### config.mk
export PLATFORM = sky130hd
export DESIGN_NAME = sr_cmd_sequencer
export DESIGN_NICKNAME = d
export VERILOG_FILES = /design/src/rtl/sr_seq_pkg.sv /design/src/rtl/sr_debounce.sv /design/src/rtl/sr_cmd_sequencer.sv
export SDC_FILE = /design/constraint.sdc
export NUM_CORES = 1
export LEC_CHECK = 0
export ABC_CLOCK_PERIOD_IN_PS = 2100
export CAP_MARGIN = 40
export CORE_UTILIZATION = 55
export CTS_CLUSTER_DIAMETER = 40
export DETAILED_ROUTE_END_ITERATION = 8
export PLACE_DENSITY = 0.84
export SLEW_MARGIN = 15
export SYNTH_ARGS = -nofsm -noshare
export SYNTH_HDL_FRONTEND = slang
export SYNTH_SLANG_ARGS = --single-unit
### constraint.sdc
create_clock -name clk -period 2.1 [get_ports clk]
set_input_delay 0.63 -clock clk [delete_from_list [all_inputs] [get_ports clk]]
set_output_delay 0.63 -clock clk [all_outputs]
set_load 0.1 [all_outputs]
### src/rtl/sr_seq_pkg.sv
// Shared definitions for the SR command sequencer: FSM encoding, default timing
// parameters and a counter-width helper.
package sr_seq_pkg;

    typedef enum logic [1:0] {
        StIdle   = 2'd0,
        StIssue  = 2'd1,
        StWaitFb = 2'd2
    } state_e;

    localparam int unsigned DefDbCycles = 4;
    localparam int unsigned DefTimeout  = 8;

    // Bits needed to hold any value in 0..max_val.
    function automatic int unsigned cnt_width(input int unsigned max_val);
        cnt_width = 1;
        for (int unsigned i = 1; i < 32; i++) begin
            if ((64'd1 << i) <= {32'd0, max_val}) cnt_width = i + 1;
        end
    endfunction

endpackage

### src/rtl/sr_debounce.sv
// One request channel: 2-flop synchroniser, stability counter and a registered
// single-cycle pulse on each debounced rising edge.
module sr_debounce
    import sr_seq_pkg::*;
#(
    parameter int unsigned DB_CYCLES = DefDbCycles
) (
    input  logic clk_i,
    input  logic rst_ni,
    input  logic req_i,
    output logic rise_o
);

    localparam int unsigned CW = cnt_width(DB_CYCLES);

    logic [1:0]    sync_q;
    logic [CW-1:0] cnt_q, cnt_d;
    logic          level_q, level_d;
    logic          rise_q, rise_d;
    logic          differ, hit;

    always_comb begin
        differ  = sync_q[1] ^ level_q;
        hit     = differ && (cnt_q == CW'(DB_CYCLES - 1));
        cnt_d   = '0;
        if (differ && !hit) cnt_d = cnt_q + 1'b1;
        level_d = level_q ^ hit;
        rise_d  = hit && !level_q;
    end

    always_ff @(posedge clk_i or negedge rst_ni) begin
        if (!rst_ni) begin
            sync_q  <= '0;
            cnt_q   <= '0;
            level_q <= 1'b0;
            rise_q  <= 1'b0;
        end else begin
            sync_q  <= {sync_q[0], req_i};
            cnt_q   <= cnt_d;
            level_q <= level_d;
            rise_q  <= rise_d;
        end
    end

    assign rise_o = rise_q;

endmodule

### src/rtl/sr_cmd_sequencer.sv
// Turns raw set/reset requests into clean, mutually exclusive S/R pulses for a
// downstream SR flop and watches Q follow each command with a timeout.
module sr_cmd_sequencer
    import sr_seq_pkg::*;
#(
    parameter int unsigned DB_CYCLES = DefDbCycles,
    parameter int unsigned TIMEOUT   = DefTimeout,
    parameter bit          SET_WINS  = 1'b0
) (
    input  logic clk,
    input  logic rst_n,
    input  logic set_req,
    input  logic rst_req,
    input  logic q_fb,
    output logic S,
    output logic R,
    output logic busy,
    output logic conflict,
    output logic err
);

    localparam int unsigned TW = cnt_width(TIMEOUT);

    logic          rise_set, rise_rst;
    logic          pend_set_q, pend_set_d, pend_rst_q, pend_rst_d;
    logic          take_set, take_rst, in_idle;
    state_e        state_q;
    logic          target_q;
    logic [TW-1:0] tcnt_q;
    logic          s_q, r_q, busy_q, conflict_q, err_q;

    sr_debounce #(.DB_CYCLES(DB_CYCLES)) u_dbc_set (
        .clk_i  (clk),
        .rst_ni (rst_n),
        .req_i  (set_req),
        .rise_o (rise_set)
    );

    sr_debounce #(.DB_CYCLES(DB_CYCLES)) u_dbc_rst (
        .clk_i  (clk),
        .rst_ni (rst_n),
        .req_i  (rst_req),
        .rise_o (rise_rst)
    );

    // Every pend seen in IDLE is consumed: taken, dropped as redundant or lost
    // to arbitration. A rise arriving in the same cycle still lands.
    always_comb begin
        in_idle    = (state_q == StIdle);
        pend_set_d = (pend_set_q && !in_idle) || rise_set;
        pend_rst_d = (pend_rst_q && !in_idle) || rise_rst;
        take_set   = pend_set_q && (!pend_rst_q || SET_WINS);
        take_rst   = pend_rst_q && (!pend_set_q || !SET_WINS);
    end

    always_ff @(posedge clk or negedge rst_n) begin
        if (!rst_n) begin
            pend_set_q <= 1'b0;
            pend_rst_q <= 1'b0;
        end else begin
            pend_set_q <= pend_set_d;
            pend_rst_q <= pend_rst_d;
        end
    end

    always_ff @(posedge clk or negedge rst_n) begin
        if (!rst_n) begin
            state_q    <= StIdle;
            target_q   <= 1'b0;
            tcnt_q     <= '0;
            s_q        <= 1'b0;
            r_q        <= 1'b0;
            busy_q     <= 1'b0;
            conflict_q <= 1'b0;
            err_q      <= 1'b0;
        end else begin
            s_q        <= 1'b0;
            r_q        <= 1'b0;
            conflict_q <= 1'b0;
            case (state_q)
                StIdle: begin
                    if (pend_set_q && pend_rst_q) conflict_q <= 1'b1;
                    if (take_set && !q_fb) begin
                        target_q <= 1'b1;
                        s_q      <= 1'b1;
                        busy_q   <= 1'b1;
                        state_q  <= StIssue;
                    end else if (take_rst && q_fb) begin
                        target_q <= 1'b0;
                        r_q      <= 1'b1;
                        busy_q   <= 1'b1;
                        state_q  <= StIssue;
                    end
                end
                StIssue: begin
                    tcnt_q  <= '0;
                    state_q <= StWaitFb;
                end
                StWaitFb: begin
                    if (q_fb == target_q) begin
                        busy_q  <= 1'b0;
                        state_q <= StIdle;
                    end else if (tcnt_q == TW'(TIMEOUT - 1)) begin
                        err_q   <= 1'b1;
                        busy_q  <= 1'b0;
                        state_q <= StIdle;
                    end else begin
                        tcnt_q <= tcnt_q + 1'b1;
                    end
                end
                default: begin
                    busy_q  <= 1'b0;
                    state_q <= StIdle;
                end
            endcase
        end
    end

    assign S        = s_q;
    assign R        = r_q;
    assign busy     = busy_q;
    assign conflict = conflict_q;
    assign err      = err_q;

endmodule

# Word level (Yosys, flattened, before mapping)

Index checks and enable logic that the tools add are counted.

Output and inout bits: 5
Logic and storage cells: 90
Flip-flop bits (word level): 28
Bits of input ports: 5

Reduce and logical (&&, ||, !) cells: 29
Eq/ne operators: 10
Mux-type cells: 24
Bitwise operators: 6
Add/sub/neg operators: 3

Operators by type and width:

| cell                                          | number |
|---|---|
| two-way mux 1 bit                             | 13 |
| logical AND 1 bit                             | 12 |
| AND reduction 3 bit                           | 3 |
| two-way mux 2 bit                             | 4 |
| two-way mux 4 bit                             | 2 |
| case mux 4 bit (2 select lines)               | 1 |
| zero test 1 bit                               | 7 |
| adder 3 x 1 -> 3 bit, second input constant   | 2 |
| == test 3 x 2 -> 1 bit, second input constant | 2 |
| two-way mux 3 bit                             | 2 |
| case mux 2 bit (3 select lines)               | 1 |
| adder 4 x 1 -> 4 bit, second input constant   | 1 |
| == test 4 x 3 -> 1 bit, second input constant | 1 |
| != test 2 bit, second input constant          | 2 |
| AND reduction 2 bit                           | 2 |
| nonzero test 2 bit                            | 2 |
| bitwise XOR 1 bit                             | 4 |
| != test 3 x 1 -> 1 bit, second input constant | 1 |
| != test 3 bit, second input constant          | 1 |
| case mux 1 bit (3 select lines)               | 1 |
| == test 2 x 1 -> 1 bit, second input constant | 1 |
| == test 2 bit, second input constant          | 1 |
| zero test 2 bit                               | 1 |
| logical OR 1 bit                              | 2 |
| 2 further kinds                               | 3 |

# Depth between registers and ports, before layout

Gate-level depths: netlist of the first run.

Depth after elaboration: 5
Mapped depth: 6
Depth with buffers taken out: 6

# Cells and area by module

Synthesis of the first run repeated with hierarchy kept, for this count alone.

Cell total of the unflattened synthesis: 92
Area, all modules: 1199.9 um^2

Modules (own cells, without submodules):

| module           | sequential area each (um^2) | cells each | instances | area an instance (um^2) |
|---|---|---|---|---|
| sr_cmd_sequencer | 350.3                       | 60         | 1         | 686.9 |
| sr_debounce      | 175.2                       | 16         | 2         | 256.5 |

# Worst setup path before layout of the first run

OpenSTA, ideal clock, no wires.

Path type: in2reg
Start point: input port q_fb
End point: register busy_q (netlist: busy)
Required time: 1.972 ns
Stages on the path: 4
Arrival time: 1.491 ns
Buffers on the path: 0
Setup time: 0.128 ns
Slack: 0.481 ns
Cells stage by stage: xnor2_2 > nor3_4 > a311oi_1 > mux2_1

Cells in the longest elaborated chain, start to end: 4
Elaborated cells on any way between the ends: 10
Classes of those cells: eq/ne: 3; mux: 3; reduce/logical: 4

Ends and longest elaborated chain:

| element                                                                                        | line                    | text |
|---|---|---|
| start, declared                                                                                | sr_cmd_sequencer.sv:14  | `input logic q_fb,` |
| zero test 1 bit                                                                                | sr_cmd_sequencer.sv:83  | `if (take_set && !q_fb) begin` |
| logical AND 1 bit                                                                              | sr_cmd_sequencer.sv:83  |  |
| != test 3 x 1 -> 1 bit (no source line) / two-way mux 1 bit (equally long branches)            | --                      |  |
| AND reduction 3 bit (no source line) / case mux 1 bit (3 select lines) (equally long branches) | --                      |  |
| end signal, assigned                                                                           | sr_cmd_sequencer.sv:86  | `busy_q <= 1'b1;` |
| end signal, assigned                                                                           | sr_cmd_sequencer.sv:91  | `busy_q <= 1'b1;` |
| end signal, assigned                                                                           | sr_cmd_sequencer.sv:101 | `busy_q <= 1'b0;` |
| end, declared                                                                                  | sr_cmd_sequencer.sv:30  | `logic s_q, r_q, busy_q, conflict_q, err_q;` |

Parallel ways exist; a longest one is shown, timed or not.
A chain may end at the register's enable or synchronous reset.

# Worst setup path in the final report of the first run

Ends and elaborated chain as after synthesis.

==> key figures, run 1 <==
Power
  • Worst VDD drop: 0.9343 mV
  • Net load switching power: 616.3 uW
  • Switching power share of the total: 35.30%
  • Clock share of power: 19.5%
  • Sequential power share: 42.4%
  • Int Pwr: 1.129 mW
  • Leak Pwr: 0.7289 nW
  • Power, Total: 1.746 mW
  • PwrDens: 1220 nW/um2
  • Power share of the combinational group: 38.1%

Route
  • Drt first pass iters: 4
  • Antenna Nets Post-Route: 0
  • Drt wl/cell: 12.27 um
  • DRT iter0 DRCs: 18
  • DR vias: 777
  • Total wire length: 1767 um
  • Vias/cell: 5.396
  • Drc violations: 0

Timing
  • Max-slew violations: 0
  • Max Freq: 523.5 MHz
  • Clock Skew: 0.002984 ns
  • RSZ-0062 raised after global routing: no
  • Final Setup Violations: 0
  • Min Tclk post-route: 1.910 ns
  • Slew HR: 77.56%
  • Fin. Hold Viols: 0
  • Final hold slack: 0.3799 ns
  • Worst-margin pin slew: 0.3367 ns
  • Tcrit/Tclk final: 90.97%

Clock network
  • Hold_buf cts: 0
  • Total clock sinks: 28
  • # resized after CTS: 0
  • Clock slew at reported path FFs: 0.14 ns
  • H-tree Lvls: 1
  • Root Buffer: clkbuf_4
  • Post-CTS Setup Inserts: 0
  • CTS tree: built
  • Clock buffer depth: 2
  • Worst-skew pair later-pin latency: 0.31 ns
  • Clock buffers created by TritonCTS: 3

Synth
  • Avg Cell Area, Syn: 11.87 um2
  • Area of the mapped netlist: 1187 um2
  • Number of enable flip-flop cells after synthesis: 0
  • Synth Register Bits: 28
  • Post-synth cell types: 28
  • Synthesized net count: 113
  • Register area share after synthesis: 59.01%
  • Top FF cell, synth: dfrtp_1
  • Syn Inst Count: 100
  • Asr flop ratio synth: 100.0%
  • Yosys Warn Count: 0

Setup path
  • CP cell instances: clkdlybuf4s50_1 -> xnor2_2 -> nor3_4 -> a311oi_1 -> mux2_1
  • Crit-path slowest cell: clkdlybuf4s50_1
  • CP Max Fanout: 4
  • Worst path max stage delay: 0.52 ns
  • Worst Path Required: 2.32 ns
  • Setup CP Type: in -> reg
  • CP Launch Type: input pin
  • Arrival time worst endpoint: 2.13 ns
  • Worst setup EP type: flop

Global route
  • Largest net degree at the start of global routing: 29
  • GRT Overall Usage: 18.14%
  • Grt ovf: 0
  • First-pass GRT wire length: 3222 um
  • Vias in the first global route: 756
  • Antenna violations before repair: 0

Layout
  • Multi-input logic area: 441.7 um2
  • Layout fillers: 143
  • Area growth syn-to-layout: 20.55%
  • Nets: 131
  • Most common cell after layout, fill and taps aside: dfrtp_1
  • Reg area: 700.7 um2
  • Ant diodes: 0
  • Most frequent cells in the layout: 28 x dfrtp_1, 12 x inv_1, 10 x nor2_1, 8 x ha_1
  • Share of layout cells above drive strength 1: 15.38%

Floorplanning
  • Io pins: 10
  • Die X: 48.47 um
  • Die area: 2349 um2
  • Initial Util: 59.31%
  • Row count: 16
  • Die height: 48.47 um
  • Core area: 2002 um2

Placement
  • Post-DP HPWL: 1357 um
  • Routability cong.: 0.8157
  • IO buf count: 9

Run
  • Max_cap viols: 0

Hold path
  • Worst Hold Class: reg -> reg

Run status
  • Outcome: finished clean
[per-stage QoR]
stage	cell area [um2]	setup TNS, ns	utilization [%]	setup slack (ns)	std cells
6_report	1431	0	71.50	0.1896	144
5_1_grt	1431	0	71.50	0.1298	144
4_1_cts	1431	0	71.50	0.2078	144
3_5_place_dp	1379	-0.2340	68.88	-0.1491	140
3_3_place_gp	1379	-0.09697	68.88	-0.07594	140
2_1_floorplan	1187	0	-	0.4813	100
[kinds of logic after synthesis]
family | count (synthesis) | synth area share (%)
XOR/XNOR | 4 | 3.583
AND/OR/NAND/NOR | 26 | 11.70
AO/OA/AOI/OAI | 19 | 10.75
buffers and inverters | 12 | 3.793
multiplexers | 3 | 2.740
adder cells (fa/ha/maj) | 8 | 8.430
flip-flops | 28 | 59.01
[registers in the layout (all words and copies together), names as in the netlist, 2 cells and up, named ones only]
signal            cells
tcnt_q                4
u_dbc_rst.cnt_q       3
u_dbc_set.cnt_q       3
state_q               2
u_dbc_rst.sync_q      2
u_dbc_set.sync_q      2
[worst max-delay path: cells and delay by family]
family | cells | cell delay, ns
AND/OR/NAND/NOR | 1 | 0.06
AO/OA/AOI/OAI | 1 | 0.29
XOR/XNOR | 1 | 0.27
buffers and inverters | 1 | 0.52
multiplexers | 1 | 0.35
[per-layer routing]
layer / share of wire [%] / up-vias / global-route usage (%)
met4: 1.5 / 0 / 8.824
met2: 49 / 16 / 32.39
met1: 47 / 376 / 21.29
met5: 0 / - / 0
met3: 2.5 / 4 / 2.830
li1: - / 381 / -
[cell type report]
cell class	instances	share of cell area, %
Timing Repair Buffer	13	11.01
Multi-Input combinational cell	60	30.86
Inverter	12	3.147
Clock buffer	3	1.573
Tap cell	27	2.360
Sequential cell	28	48.95
Clock inverter	1	2.098
[power by group through the flow]
stage                     clock network (mW)  registers, mW  logic [mW]
after global routing                   0.372          0.758       0.737
final                                  0.340          0.741       0.665
after global placement                     0          0.747       0.633
after detailed placement                   0          0.754       0.668
after floorplan                            0          0.821       0.380
after CTS                              0.353          0.741       0.670
[path summary, 6_finish.rpt]
| check | from | to | slack, ns | cells past startpoint |
|---|---|---|---|---|
| min in group asynchronous | rst_n | conflict$_DFF_PN0_ | 0.67 | 2 |
| worst min register to register | u_dbc_set.sync_q[0]$_DFF_PN0_ | u_dbc_set.sync_q[1]$_DFF_PN0_ | 0.38 | 0 |
| worst min-delay path | u_dbc_set.sync_q[0]$_DFF_PN0_ | u_dbc_set.sync_q[1]$_DFF_PN0_ | 0.38 | 0 |
| max in group asynchronous | rst_n | state_q[1]$_DFFE_PN0P_ | 1.19 | 2 |
| worst max register to register | tcnt_q[0]$_DFFE_PN0P_ | busy$_DFFE_PN0P_ | 0.34 | 5 |
| worst max-delay path | q_fb | busy$_DFFE_PN0P_ | 0.19 | 5 |
[cell usage after synthesis (all sizes together), types with 2 or more instances]
master / n / area share (%)
dfrtp: 28 / 59
a21o: 3 / 1.9
and3: 2 / 1.1
nand3: 2 / 0.84
xor2: 3 / 2.2
a31oi: 2 / 1.1
nand2b: 2 / 1.1
mux2: 2 / 1.9
nand2: 4 / 1.3
nor2: 10 / 3.2
a21oi: 2 / 0.84
nand4: 2 / 1.1
nor3: 2 / 1.8
ha: 8 / 8.4
o21ai: 6 / 2.5
inv: 12 / 3.8
Power figures use the tool's default switching activity.
==> run 2: changes to the inputs <==
--- a/config.mk
+++ b/config.mk
@@ -5,6 +5,7 @@
 export SDC_FILE = /design/constraint.sdc
 export NUM_CORES = 1
 export LEC_CHECK = 0
+export ABC_AREA = 0
 export ABC_CLOCK_PERIOD_IN_PS = 2100
 export CAP_MARGIN = 40
 export CORE_UTILIZATION = 55
==> results of run 2 <==
The final DEF is identical to that of run 1; final timing and power are the same.
==> run 3: changes to the inputs <==
--- a/config.mk
+++ b/config.mk
@@ -7,11 +7,12 @@
 export LEC_CHECK = 0
 export ABC_AREA = 0
 export ABC_CLOCK_PERIOD_IN_PS = 2100
-export CAP_MARGIN = 40
-export CORE_UTILIZATION = 55
+export CAP_MARGIN = 10
+export CORE_UTILIZATION = 40
 export CTS_CLUSTER_DIAMETER = 40
 export DETAILED_ROUTE_END_ITERATION = 8
-export PLACE_DENSITY = 0.84
+export DONT_BUFFER_PORTS = 1
+export PLACE_DENSITY = 0.62
 export SLEW_MARGIN = 15
 export SYNTH_ARGS = -nofsm -noshare
 export SYNTH_HDL_FRONTEND = slang
==> run 3 against run 2 <==
  * Worst hold slack worse by 0.28 ns
  * Sequential share of layout area is 4.1 points higher
  * Final cell count down 3.5%
  * Clock power rose by 1%
  * Via count shrank 5.9%
  * Design area shrank 7.7%
  * Largest power group unchanged
  * Highest routed layer unchanged
==> key figures, run 3 (same netlist as run 1, synthesis figures left out) <==
Power
  • Clock share of power: 20.8% (+1.3 points)
  • Power share of the combinational group: 30.3% (-7.8 points)
  • Power, Total: 1.656 mW (-5.1%)
  • Worst VDD drop: 0.7981 mV (-15%)
  • Switching power share of the total: 36.18% (+0.88 points)
  • Net load switching power: 599.3 uW (-2.8%)
  • Sequential power share: 49.0% (+6.6 points)
  • Leak Pwr: 0.6800 nW (-6.7%)
  • PwrDens: 1253 nW/um2 (+2.8%)
  • Int Pwr: 1.057 mW (-6.4%)

Setup path
  • CP Max Fanout: 2 (-2)
  • Worst Path Required: 1.47 ns (-0.85 ns)
  • Worst setup startpoint: busy$_DFFE_PN0P_
  • Reg2reg end: busy$_DFFE_PN0P_
  • RR Startpoint: tcnt_q[0]$_DFFE_PN0P_
  • Worst Setup EP: busy
  • Worst reg-to-reg setup slack: 0.35 ns (about the same)
  • CP Launch Type: flop
  • Critical path depth in cells: 0 (-5)
  • Arrival time worst endpoint: 1.30 ns (-0.83 ns)
  • Worst setup EP type: output pin
  • Worst-case reg-to-reg path depth: 5 (unchanged)
  • Setup CP Type: reg -> out

Hold path
  • Worst Hold Class: in -> async

Floorplanning
  • Die height: 56.49 um (+17%)
  • Die area: 3191 um2 (+36%)
  • Core area: 2781 um2 (+39%)
  • Io pins: 10 (unchanged)
  • Row count: 19 (+3)
  • Initial Util: 42.69% (-17 points)
  • Die X: 56.49 um (+17%)

Clock network
  • Clock buffers created by TritonCTS: 3 (unchanged)
  • Hold_buf cts: 1 (+1)
  • # resized after CTS: 0 (unchanged)
  • Total clock sinks: 28 (unchanged)
  • Worst-skew pair later-pin latency: 0.32 ns (about the same)
  • CTS tree: built
  • Clock buffer depth: 2 (unchanged)
  • Root Buffer: clkbuf_4
  • H-tree Lvls: 1 (unchanged)
  • Post-CTS Setup Inserts: 0 (unchanged)
  • Clock slew at reported path FFs: 0.14 ns (about the same)

Timing
  • Tcrit/Tclk final: 91.72% (+0.74 points)
  • Final setup TNS: 0 ns (unchanged)
  • Max Freq: 519.2 MHz (-0.81%)
  • Max-slew violations: 0 (unchanged)
  • Fin. Hold Viols: 0 (unchanged)
  • Worst-margin pin slew: 0.9174 ns (+0.5808 ns)
  • RSZ-0062 raised after global routing: no
  • Clock Skew: 0.001529 ns (-0.001454 ns)
  • Final Setup Violations: 0 (unchanged)
  • Min Tclk post-route: 1.926 ns (+0.01562 ns)
  • Slew HR: 38.84% (-39 points)

Layout
  • Most frequent cells in the layout: 28 x dfrtp_1, 12 x inv_1, 10 x nor2_1, 8 x ha_1, 5 x o21ai_0
  • Max reg flops: 4 (unchanged)
  • Fin util: 47.50% (-24 points)
  • Largest registers: tcnt_q: 4 flops, u_dbc_rst.cnt_q: 3 flops, u_dbc_set.cnt_q: 3 flops
  • Most common cell after layout, fill and taps aside: dfrtp_1
  • Nets: 122 (-6.9%)
  • Top reg by flops: tcnt_q
  • Share of layout cells above drive strength 1: 12.04% (-3.3 points)
  • Layout fillers: 251 (+76%)
  • Ant diodes: 0 (unchanged)
  • Area growth syn-to-layout: 11.28%

Global route
  • Antenna violations before repair: 0 (unchanged)
  • First-pass GRT wire length: 3036 um (-5.8%)
  • Grt ovf: 0 (unchanged)
  • Largest net degree at the start of global routing: 29 (unchanged)
  • Vias in the first global route: 732 (-3.2%)
  • GRT Overall Usage: 12.67% (-5.5 points)

Run
  • Max_cap viols: 0 (unchanged)

Route
  • Antenna Nets Post-Route: 0 (unchanged)
  • Drc violations: 0 (unchanged)
  • Vias/cell: 5.259 (-2.5%)
  • Drt wl/cell: 12.58 um (+2.5%)
  • Total wire length: 1748 um (-1.1%)
  • Drt first pass iters: 4 (unchanged)
  • DRT iter0 DRCs: 9 (-9)
  • DR vias: 731 (-5.9%)

Placement
  • Post-DP HPWL: 1264 um (-6.8%)
  • IO buf count: 0 (-9)
  • Routability cong.: 0.8624 (+5.7%)

Run status
  • Outcome: finished clean
==> run 3: layout make-up <==
cell class	count	area [um2]	area share (%)
sequential	28	700.7	53.03
clock buffer	3	22.52	1.705
clock inverter	1	30.03	2.273
tap	31	38.79	2.936
multi-input combinational	60	441.7	33.43
timing repair buffer	4	42.54	3.220
inverter	12	45.04	3.409
==> run 3: through the flow <==
stage                     hold slack [ns]  instances  setup WS [ns]  area (um2)
after floorplan                    0.3312        100         0.4813        1187
after global placement             0.3350        134         0.4417        1249
after detailed placement           0.3351        134         0.3987        1249
after CTS                         0.08806        139         0.1516        1321
after global routing              0.07226        139         0.1313        1321
final                             0.09894        139         0.1740        1321
==> run 3: how the worst min path moves through the flow <==
stage                             startpoint                       endpoint  slack (ns)  cells after the start
3_5_place_dp                           rst_n                    S$_DFF_PN0_        0.34                      0
2_1_floorplan                          rst_n                    R$_DFF_PN0_        0.33                      0
5_1_grt                                rst_n   u_dbc_rst.cnt_q[2]$_DFF_PN0_        0.07                      1
4_1_cts                                rst_n           pend_set_q$_DFF_PN0_        0.09                      1
3_3_place_gp   u_dbc_set.sync_q[0]$_DFF_PN0_  u_dbc_set.sync_q[1]$_DFF_PN0_        0.33                      0
6_report                               rst_n                    S$_DFF_PN0_         0.1                      1
==> run 3: layer usage <==
metal	track usage [%]	vias to the layer above	wire length, um
li1	-	354	-
met1	13.83	351	768
met2	20.34	18	799
met3	5.300	8	94
met4	7.666	0	86
met5	0	-	0
==> run 3: power groups by stage <==
stage,clock network [mW],registers (mW),logic [mW]
finish,0.344,0.811,0.501
global route,0.378,0.826,0.568
CTS,0.360,0.812,0.505
detailed placement,0,0.823,0.485
global placement,0,0.819,0.466
floorplan,0,0.821,0.380
